$ cat src/rtl/systolic_pe_array.sv
// Output-stationary systolic array of ROWS_P x COLS_P signed MAC PEs.
// Data enters per column and flows down. Weights enter per row and flow right.
// Skew is generated internally, so callers present aligned vectors.
// A job is: IDLE -> STREAM (k_len beats) -> FLUSH (ROWS_P+COLS_P-1 cycles)
// -> DRAIN (row-major result readout) -> IDLE.
// Optional build macro: SYSTOLIC_PE_ARRAY_SATURATE_EN makes the accumulators
// saturate and stick at the rail until the next start; otherwise they wrap.
// Ports:
//   clk_i, reset_i         clock and synchronous active-high reset
//   start_i, k_len_i       job start (sampled in IDLE) and beat count
//   valid_i, ready_o       input beat handshake
//   data_i                 one signed element per column, column 0 in the LSBs
//   weights_i              one signed weight per row, row 0 in the LSBs
//   res_v_o, res_ready_i   result handshake
//   res_o                  result value
//   res_row_o, res_col_o   position of res_o in the array
//   busy_o                 high whenever the array is not IDLE
//   done_o                 one-cycle pulse after the last result handshake
module systolic_pe_array #(
  parameter int unsigned ROWS_P   = 2,
  parameter int unsigned COLS_P   = 2,
  parameter int unsigned DATA_W_P = 8,
  parameter int unsigned ACC_W_P  = 24,
  parameter int unsigned K_W_P    = 8
) (
  input  logic                                           clk_i,
  input  logic                                           reset_i,
  input  logic                                           start_i,
  input  logic [K_W_P-1:0]                               k_len_i,
  input  logic                                           valid_i,
  output logic                                           ready_o,
  input  logic [COLS_P*DATA_W_P-1:0]                     data_i,
  input  logic [ROWS_P*DATA_W_P-1:0]                     weights_i,
  output logic                                           res_v_o,
  input  logic                                           res_ready_i,
  output logic [ACC_W_P-1:0]                             res_o,
  output logic [((ROWS_P > 1) ? $clog2(ROWS_P) : 1)-1:0] res_row_o,
  output logic [((COLS_P > 1) ? $clog2(COLS_P) : 1)-1:0] res_col_o,
  output logic                                           busy_o,
  output logic                                           done_o
);

  localparam int unsigned ROW_W      = (ROWS_P > 1) ? $clog2(ROWS_P) : 1;
  localparam int unsigned COL_W      = (COLS_P > 1) ? $clog2(COLS_P) : 1;
  localparam int unsigned FL_W       = $clog2(ROWS_P + COLS_P) + 1;
  localparam int unsigned FLUSH_LAST = ROWS_P + COLS_P - 2;
  localparam int unsigned PROD_W     = 2 * DATA_W_P;

  typedef enum logic [1:0] {IDLE, STREAM, FLUSH, DRAIN} state_e;

  state_e             state_q, state_d;
  logic [K_W_P-1:0]   k_len_q, k_len_d;
  logic [K_W_P-1:0]   beat_q, beat_d;
  logic [FL_W-1:0]    flush_q, flush_d;
  logic [ROW_W-1:0]   row_q, row_d, nxt_row;
  logic [COL_W-1:0]   col_q, col_d, nxt_col;
  logic               ready_q, ready_d;
  logic               busy_q, busy_d;
  logic               done_q, done_d;
  logic               res_v_q, res_v_d;
  logic [ACC_W_P-1:0] res_q, res_d;

  logic in_v;
  logic clr;

  // Operand fabric: inputs seen by each PE, and each PE's accumulator.
  logic [DATA_W_P-1:0] pe_d_in [ROWS_P][COLS_P];
  logic                pe_v_in [ROWS_P][COLS_P];
  logic [DATA_W_P-1:0] pe_w_in [ROWS_P][COLS_P];
  logic [ACC_W_P-1:0]  acc     [ROWS_P][COLS_P];

  assign in_v = valid_i & ready_q;
  assign clr  = (state_q == IDLE) & start_i;

  // Job sequencing and result readout.
  always_comb begin
    state_d = state_q;
    k_len_d = k_len_q;
    beat_d  = beat_q;
    flush_d = flush_q;
    row_d   = row_q;
    col_d   = col_q;
    res_v_d = res_v_q;
    res_d   = res_q;
    done_d  = 1'b0;
    nxt_row = row_q;
    nxt_col = col_q;
    case (state_q)
      IDLE: begin
        if (start_i) begin
          k_len_d = k_len_i;
          beat_d  = '0;
          flush_d = '0;
          state_d = (k_len_i == '0) ? FLUSH : STREAM;
        end
      end
      STREAM: begin
        if (in_v) begin
          beat_d = beat_q + K_W_P'(1);
          if (beat_q + K_W_P'(1) == k_len_q) begin
            state_d = FLUSH;
            flush_d = '0;
          end
        end
      end
      FLUSH: begin
        if (flush_q == FL_W'(FLUSH_LAST)) begin
          state_d = DRAIN;
          row_d   = '0;
          col_d   = '0;
          res_v_d = 1'b1;
          res_d   = acc[0][0];
        end else begin
          flush_d = flush_q + FL_W'(1);
        end
      end
      DRAIN: begin
        if (res_v_q && res_ready_i) begin
          if (row_q == ROW_W'(ROWS_P - 1) && col_q == COL_W'(COLS_P - 1)) begin
            state_d = IDLE;
            res_v_d = 1'b0;
            done_d  = 1'b1;
          end else begin
            if (col_q == COL_W'(COLS_P - 1)) begin
              nxt_col = '0;
              nxt_row = row_q + ROW_W'(1);
            end else begin
              nxt_col = col_q + COL_W'(1);
            end
            row_d = nxt_row;
            col_d = nxt_col;
            res_d = acc[nxt_row][nxt_col];
          end
        end
      end
      default: state_d = IDLE;
    endcase
    ready_d = (state_d == STREAM);
    busy_d  = (state_d != IDLE);
  end

  always_ff @(posedge clk_i) begin
    if (reset_i) begin
      state_q <= IDLE;
      k_len_q <= '0;
      beat_q  <= '0;
      flush_q <= '0;
      row_q   <= '0;
      col_q   <= '0;
      ready_q <= 1'b0;
      busy_q  <= 1'b0;
      done_q  <= 1'b0;
      res_v_q <= 1'b0;
      res_q   <= '0;
    end else begin
      state_q <= state_d;
      k_len_q <= k_len_d;
      beat_q  <= beat_d;
      flush_q <= flush_d;
      row_q   <= row_d;
      col_q   <= col_d;
      ready_q <= ready_d;
      busy_q  <= busy_d;
      done_q  <= done_d;
      res_v_q <= res_v_d;
      res_q   <= res_d;
    end
  end

  assign ready_o   = ready_q;
  assign busy_o    = busy_q;
  assign done_o    = done_q;
  assign res_v_o   = res_v_q;
  assign res_o     = res_q;
  assign res_row_o = row_q;
  assign res_col_o = col_q;

  genvar gr, gc;

  // Column c data (with its valid bit) is delayed by c registers.
  for (gc = 0; gc < COLS_P; gc++) begin : g_dskew
    if (gc == 0) begin : g_pass
      assign pe_d_in[0][0] = data_i[DATA_W_P-1:0];
      assign pe_v_in[0][0] = in_v;
    end else begin : g_chain
      logic [DATA_W_P-1:0] sk_d [gc];
      logic [DATA_W_P-1:0] sk_q [gc];
      logic                sv_d [gc];
      logic                sv_q [gc];
      always_comb begin
        sk_d[0] = data_i[gc*DATA_W_P +: DATA_W_P];
        sv_d[0] = in_v;
        for (int i = 1; i < gc; i++) begin
          sk_d[i] = sk_q[i-1];
          sv_d[i] = sv_q[i-1];
        end
      end
      always_ff @(posedge clk_i) begin
        if (reset_i) begin
          for (int i = 0; i < gc; i++) begin
            sk_q[i] <= '0;
            sv_q[i] <= 1'b0;
          end
        end else begin
          sk_q <= sk_d;
          sv_q <= sv_d;
        end
      end
      assign pe_d_in[0][gc] = sk_q[gc-1];
      assign pe_v_in[0][gc] = sv_q[gc-1];
    end
  end

  // Row r weight is delayed by r registers.
  for (gr = 0; gr < ROWS_P; gr++) begin : g_wskew
    if (gr == 0) begin : g_pass
      assign pe_w_in[0][0] = weights_i[DATA_W_P-1:0];
    end else begin : g_chain
      logic [DATA_W_P-1:0] sk_d [gr];
      logic [DATA_W_P-1:0] sk_q [gr];
      always_comb begin
        sk_d[0] = weights_i[gr*DATA_W_P +: DATA_W_P];
        for (int i = 1; i < gr; i++) begin
          sk_d[i] = sk_q[i-1];
        end
      end
      always_ff @(posedge clk_i) begin
        if (reset_i) begin
          for (int i = 0; i < gr; i++) begin
            sk_q[i] <= '0;
          end
        end else begin
          sk_q <= sk_d;
        end
      end
      assign pe_w_in[gr][0] = sk_q[gr-1];
    end
  end

  // PE grid: MAC plus registered forwarding of data down and weights right.
  for (gr = 0; gr < ROWS_P; gr++) begin : g_row
    for (gc = 0; gc < COLS_P; gc++) begin : g_col
      logic signed [PROD_W-1:0] prod;
      logic [ACC_W_P-1:0]       acc_d, acc_q;

      assign prod = PROD_W'($signed(pe_d_in[gr][gc])) * PROD_W'($signed(pe_w_in[gr][gc]));

`ifdef SYSTOLIC_PE_ARRAY_SATURATE_EN
      localparam logic [ACC_W_P-1:0] ACC_MAX = {1'b0, {(ACC_W_P-1){1'b1}}};
      localparam logic [ACC_W_P-1:0] ACC_MIN = {1'b1, {(ACC_W_P-1){1'b0}}};
      logic                      sat_d, sat_q;
      logic signed [ACC_W_P:0]   sum_wide;

      // One guard bit detects overflow; once railed the PE ignores further beats.
      always_comb begin
        acc_d    = acc_q;
        sat_d    = sat_q;
        sum_wide = (ACC_W_P+1)'($signed(acc_q)) + (ACC_W_P+1)'(prod);
        if (clr) begin
          acc_d = '0;
          sat_d = 1'b0;
        end else if (pe_v_in[gr][gc] && !sat_q) begin
          if (sum_wide[ACC_W_P] != sum_wide[ACC_W_P-1]) begin
            acc_d = sum_wide[ACC_W_P] ? ACC_MIN : ACC_MAX;
            sat_d = 1'b1;
          end else begin
            acc_d = sum_wide[ACC_W_P-1:0];
          end
        end
      end

      always_ff @(posedge clk_i) begin
        if (reset_i) begin
          acc_q <= '0;
          sat_q <= 1'b0;
        end else begin
          acc_q <= acc_d;
          sat_q <= sat_d;
        end
      end
`else
      always_comb begin
        acc_d = acc_q;
        if (clr) begin
          acc_d = '0;
        end else if (pe_v_in[gr][gc]) begin
          acc_d = acc_q + ACC_W_P'(prod);
        end
      end

      always_ff @(posedge clk_i) begin
        if (reset_i) begin
          acc_q <= '0;
        end else begin
          acc_q <= acc_d;
        end
      end
`endif

      assign acc[gr][gc] = acc_q;

      if (gr < ROWS_P - 1) begin : g_down
        logic [DATA_W_P-1:0] dn_d, dn_q;
        logic                dv_d, dv_q;
        always_comb begin
          dn_d = pe_d_in[gr][gc];
          dv_d = pe_v_in[gr][gc];
        end
        always_ff @(posedge clk_i) begin
          if (reset_i) begin
            dn_q <= '0;
            dv_q <= 1'b0;
          end else begin
            dn_q <= dn_d;
            dv_q <= dv_d;
          end
        end
        assign pe_d_in[gr+1][gc] = dn_q;
        assign pe_v_in[gr+1][gc] = dv_q;
      end

      if (gc < COLS_P - 1) begin : g_right
        logic [DATA_W_P-1:0] rt_d, rt_q;
        always_comb begin
          rt_d = pe_w_in[gr][gc];
        end
        always_ff @(posedge clk_i) begin
          if (reset_i) begin
            rt_q <= '0;
          end else begin
            rt_q <= rt_d;
          end
        end
        assign pe_w_in[gr][gc+1] = rt_q;
      end
    end
  end

endmodule

$ cat config.mk
export PLATFORM = sky130hd
export DESIGN_NAME = systolic_pe_array
export DESIGN_NICKNAME = d
export VERILOG_FILES = /design/src/rtl/systolic_pe_array.sv
export SDC_FILE = /design/constraint.sdc
export NUM_CORES = 1
export LEC_CHECK = 0
export BUFFER_PORTS_ARGS = -buffer_cell sky130_fd_sc_hd__buf_2
export CAP_MARGIN = 20
export CELL_PAD_IN_SITES_DETAIL_PLACEMENT = 1
export CELL_PAD_IN_SITES_GLOBAL_PLACEMENT = 2
export CORE_MARGIN = 2
export CORE_UTILIZATION = 41
export DETAILED_ROUTE_END_ITERATION = 10
export PLACE_DENSITY_LB_ADDON = 0.1
export SLEW_MARGIN = 20
export SYNTH_ARGS = -nofsm -noshare
export SYNTH_HDL_FRONTEND = slang
export SYNTH_SLANG_ARGS = --single-unit
$ cat constraint.sdc
create_clock -name clk_i -period 7.4 [get_ports clk_i]
set_clock_uncertainty 0.15 [all_clocks]
set_input_delay 0.74 -clock clk_i [delete_from_list [all_inputs] [get_ports clk_i]]
set_output_delay 0.74 -clock clk_i [all_outputs]
set_load 0.01 [all_outputs]
==> flow_summary.yaml <==
synth:
  ys_seq_area_share_pct: 18.2
  yosysMostFrequentCell: "inv_1"
  synth_top_area_cell: "fa_1"
  synth-compound-area-share_pct: 11.9
  syn_inst: 2474
  synth.distinct_cells: 74
  netlist.area_leader.share_pct: 20.7
  synth_edf_count: 0
  ys_warn_count: 0
  ys_async_sr_fraction_pct: 0
  synth_seq_cells: 197
  synth-simple-area-share_pct: 17.7
  synth_top_family_by_area: "adder cells"
  syn_area_mm2: 0.0217
  syn_area_per_cell_um2: 8.76
  synthXorXnorAreaFrac_pct: 6.04
  syn_nets: 2963
  synth_mux_area_share_pct: 5.19
  ys.flop_type: "dfxtp_1"
  ys_top_cells_by_area: "fa_1, dfxtp_1, ha_1"
  synth-adder-area-share_pct: 33.4
  synth_common_cells: "inv_1, fa_1, ha_1"
power_and_ir_drop:
  p_switching_uw: 2430
  seqPwrFrac_pct: 22.8
  leakagePower_uw: 0.0111
  p_per_area_mw_per_mm2: 226
  internal_power_uw: 2910
  ir_drop_mv: 0.231
  clkPwrFrac_pct: 20.0
  switching_share_pct: 45.5
  comb_power_share_pct: 57.2
sta:
  max_freq_ghz: 0.144
  final_max_slew_viol_count: 0
  worstMarginPinSlew_ns: 0.968
  finalCritPeriodShare_pct: 93.6
  finalCriticalPeriod_ns: 6.93
  finalSetupViolCount: 0
  hold_viol: 0
  rsz0062_at_grt: "false"
  relSlewSlack_pct: 35.5
  fin_setup_tns_ns: 0
drt:
  vias: 16900
  wl_per_cell_um: 19.0
  drc_errors: 0
  routed_wl_mm: 61.2
  ant_nets: 0
  first_iter_violations: 629
  routed_via_density: 5.24
  dr.pass1.iters: 5
clock_tree:
  clockBufferDepth: 2
  clock_sinks: 197
  htree_num_levels: 4
  post-cts-setup-buffers: 0
  cts_resized: 0
  cts_made_buffers: 17
  path_clk_slew_ns: 0.09
  ctsHoldBuffers: 0
  tritoncts: "yes"
  clkLatencyLatePin_ns: 0.50
  cts_root_buf: "clkbuf_16"
min_path:
  min_from: "data_i[8]"
  hold_path_end: "g_dskew[1].g_chain.sk_q[0]"
  hold_depth: 2
  hp-class: "input pin to flop"
placement:
  io_buffer_count: 74
  gp_congestion: 0.837
  hpwl_mm: 50.2
  placed_cells: 3196
cells_and_area:
  nets: 3017
  drive_gt1_share_pct: 7.75
  area_growth_syn_to_layout_pct: 8.79
  stdcell_count: 3230
setup_path:
  reg2reg_to: "g_row[1].g_col[1].acc_q[23]"
  crit_fanout: 8
  ff2ff_path_depth: 26
  worstSetupPathDepth: 26
  critPathRequiredTime_ns: 7.66
  worst-r2r-setup-slack_ns: 0.47
  worst_path_max_delay_cell: "fa_1"
  slowest_delay_ns: 0.53
  endpoint_kind: "flop"
  start_kind: "flop"
  worstSetupPathType: "flop to flop"
  path_delay_family: "adder cells"
  critPathArrivalTime_ns: 7.18
  path_buf_inv: 5
  r2r-start: "g_row[1].g_col[0].g_right.rt_q[1]"
run_status:
  status: "finished, final reports clean"
global_route:
  grt.overflow.total: 0
  grt_first_pass_wirelength_mm: 97.8
  grt_max_degree: 69
  antenna_found_initial: 6
  grt_pass1_vias: 18100
  grt_usage_pct: 23.3
floorplan:
  die_x_um: 234
  dieArea_mm2: 0.0547
  core_area_mm2: 0.0524
  die_h_um: 234
  rows: 84
  start_util_pct: 41.3
  io_pins: 75
run:
  max_cap_violations: 0
[kinds of logic after synthesis]
family	Yosys count
AOI/OAI and AO/OA	393
xor gates and xnor gates	148
adders and majority gates	444
buffers and inverters	433
DFF	197
muxes	82
and+or+nand+nor	777
[power by group through the flow]
stage / Combinational (µW) / Sequential, µW / Clock, µW
2_1_floorplan: 2340 / 1180 / 0
5_1_grt: 3470 / 1230 / 1140
3_3_place_gp: 2980 / 1240 / 0
4_1_cts: 3080 / 1220 / 1100
6_report: 3050 / 1220 / 1070
3_5_place_dp: 3070 / 1240 / 0
[per-stage QoR]
step | total power (µW) | utilization (%) | area [µm²] | setup WS [ns] | hold slack, ns
floorplan | 3520 | - | 21700 | 0.637 | 0.290
global placement | 4220 | 43.6 | 22900 | 0.305 | 0.308
detailed placement | 4310 | 43.6 | 22900 | 0.146 | 0.312
CTS | 5410 | 44.8 | 23500 | 0.102 | 0.255
global route | 5830 | 45.0 | 23600 | 0.00421 | 0.288
finish | 5340 | 45.0 | 23600 | 0.475 | 0.296
[cells in the final DEF, fill, tap and decap left out, types with 37 or more instances in the layout]
master,synthesis,final
xor2_1,37,37
buf_2,3,73
fa_1,224,224
nor2_1,177,177
xnor2_1,110,107
a21o_1,40,40
o21ai_0,60,59
nand2_1,213,213
nor2b_1,81,81
ha_1,220,220
mux2i_1,54,54
inv_1,366,366
dfxtp_1,197,189
and2_1,180,180
a21oi_1,134,133
[metal layers]
| layer | global-route usage, % | part of all wire [%] |
|---|---|---|
| met1 | 30.1 | 46 |
| met2 | 40.5 | 49 |
| met3 | 3.38 | 2.4 |
| met4 | 6.37 | 2.0 |
| met5 | 0 | 0 |
[flip-flops by register name, indices dropped and copies added, names as in the netlist, 2 cells and up]
| name | cells |
|---|---|
| g_row.g_col.acc_q | 96 |
| res_o | 24 |
| g_row.g_col.g_down.dn_q | 16 |
| g_row.g_col.g_right.rt_q | 16 |
| beat_q | 8 |
| g_dskew.g_chain.sk_q | 8 |
| g_row.g_col.g_right.rt_d | 8 |
| k_len_q | 8 |
| flush_q | 3 |
| g_row.g_col.g_down.dv_q | 2 |
| state_q | 2 |
[layout make-up]
type | instances | area (µm²)
Sequential cell | 197 | 3950
Multi-Input combinational cell | 1844 | 16100
Clock inverter | 15 | 233
Clock buffer | 17 | 425
Inverter | 366 | 1370
Fill cell | 6156 | 28900
Antenna cell | 1 | 2.50
Timing Repair Buffer | 102 | 591
Tap cell | 688 | 861
[how the worst max path moves through the flow]
| stage | start | slack (ns) | end |
|---|---|---|---|
| floorplan | data_i[7] | 0.64 | g_row[0].g_col[0].acc_q[23] |
| global placement | data_i[5] | 0.31 | g_row[0].g_col[0].acc_q[23] |
| detailed placement | data_i[5] | 0.15 | g_row[0].g_col[0].acc_q[23] |
| CTS | g_row[1].g_col[0].g_right.rt_d[3] | 0.10 | g_row[1].g_col[0].acc_q[23] |
| global route | g_dskew[1].g_chain.sk_q[2] | 0.004 | g_row[0].g_col[1].acc_q[23] |
| finish | g_row[1].g_col[0].g_right.rt_q[1] | 0.47 | g_row[1].g_col[1].acc_q[23] |
Note: power is estimated with default switching activity, not from simulation.
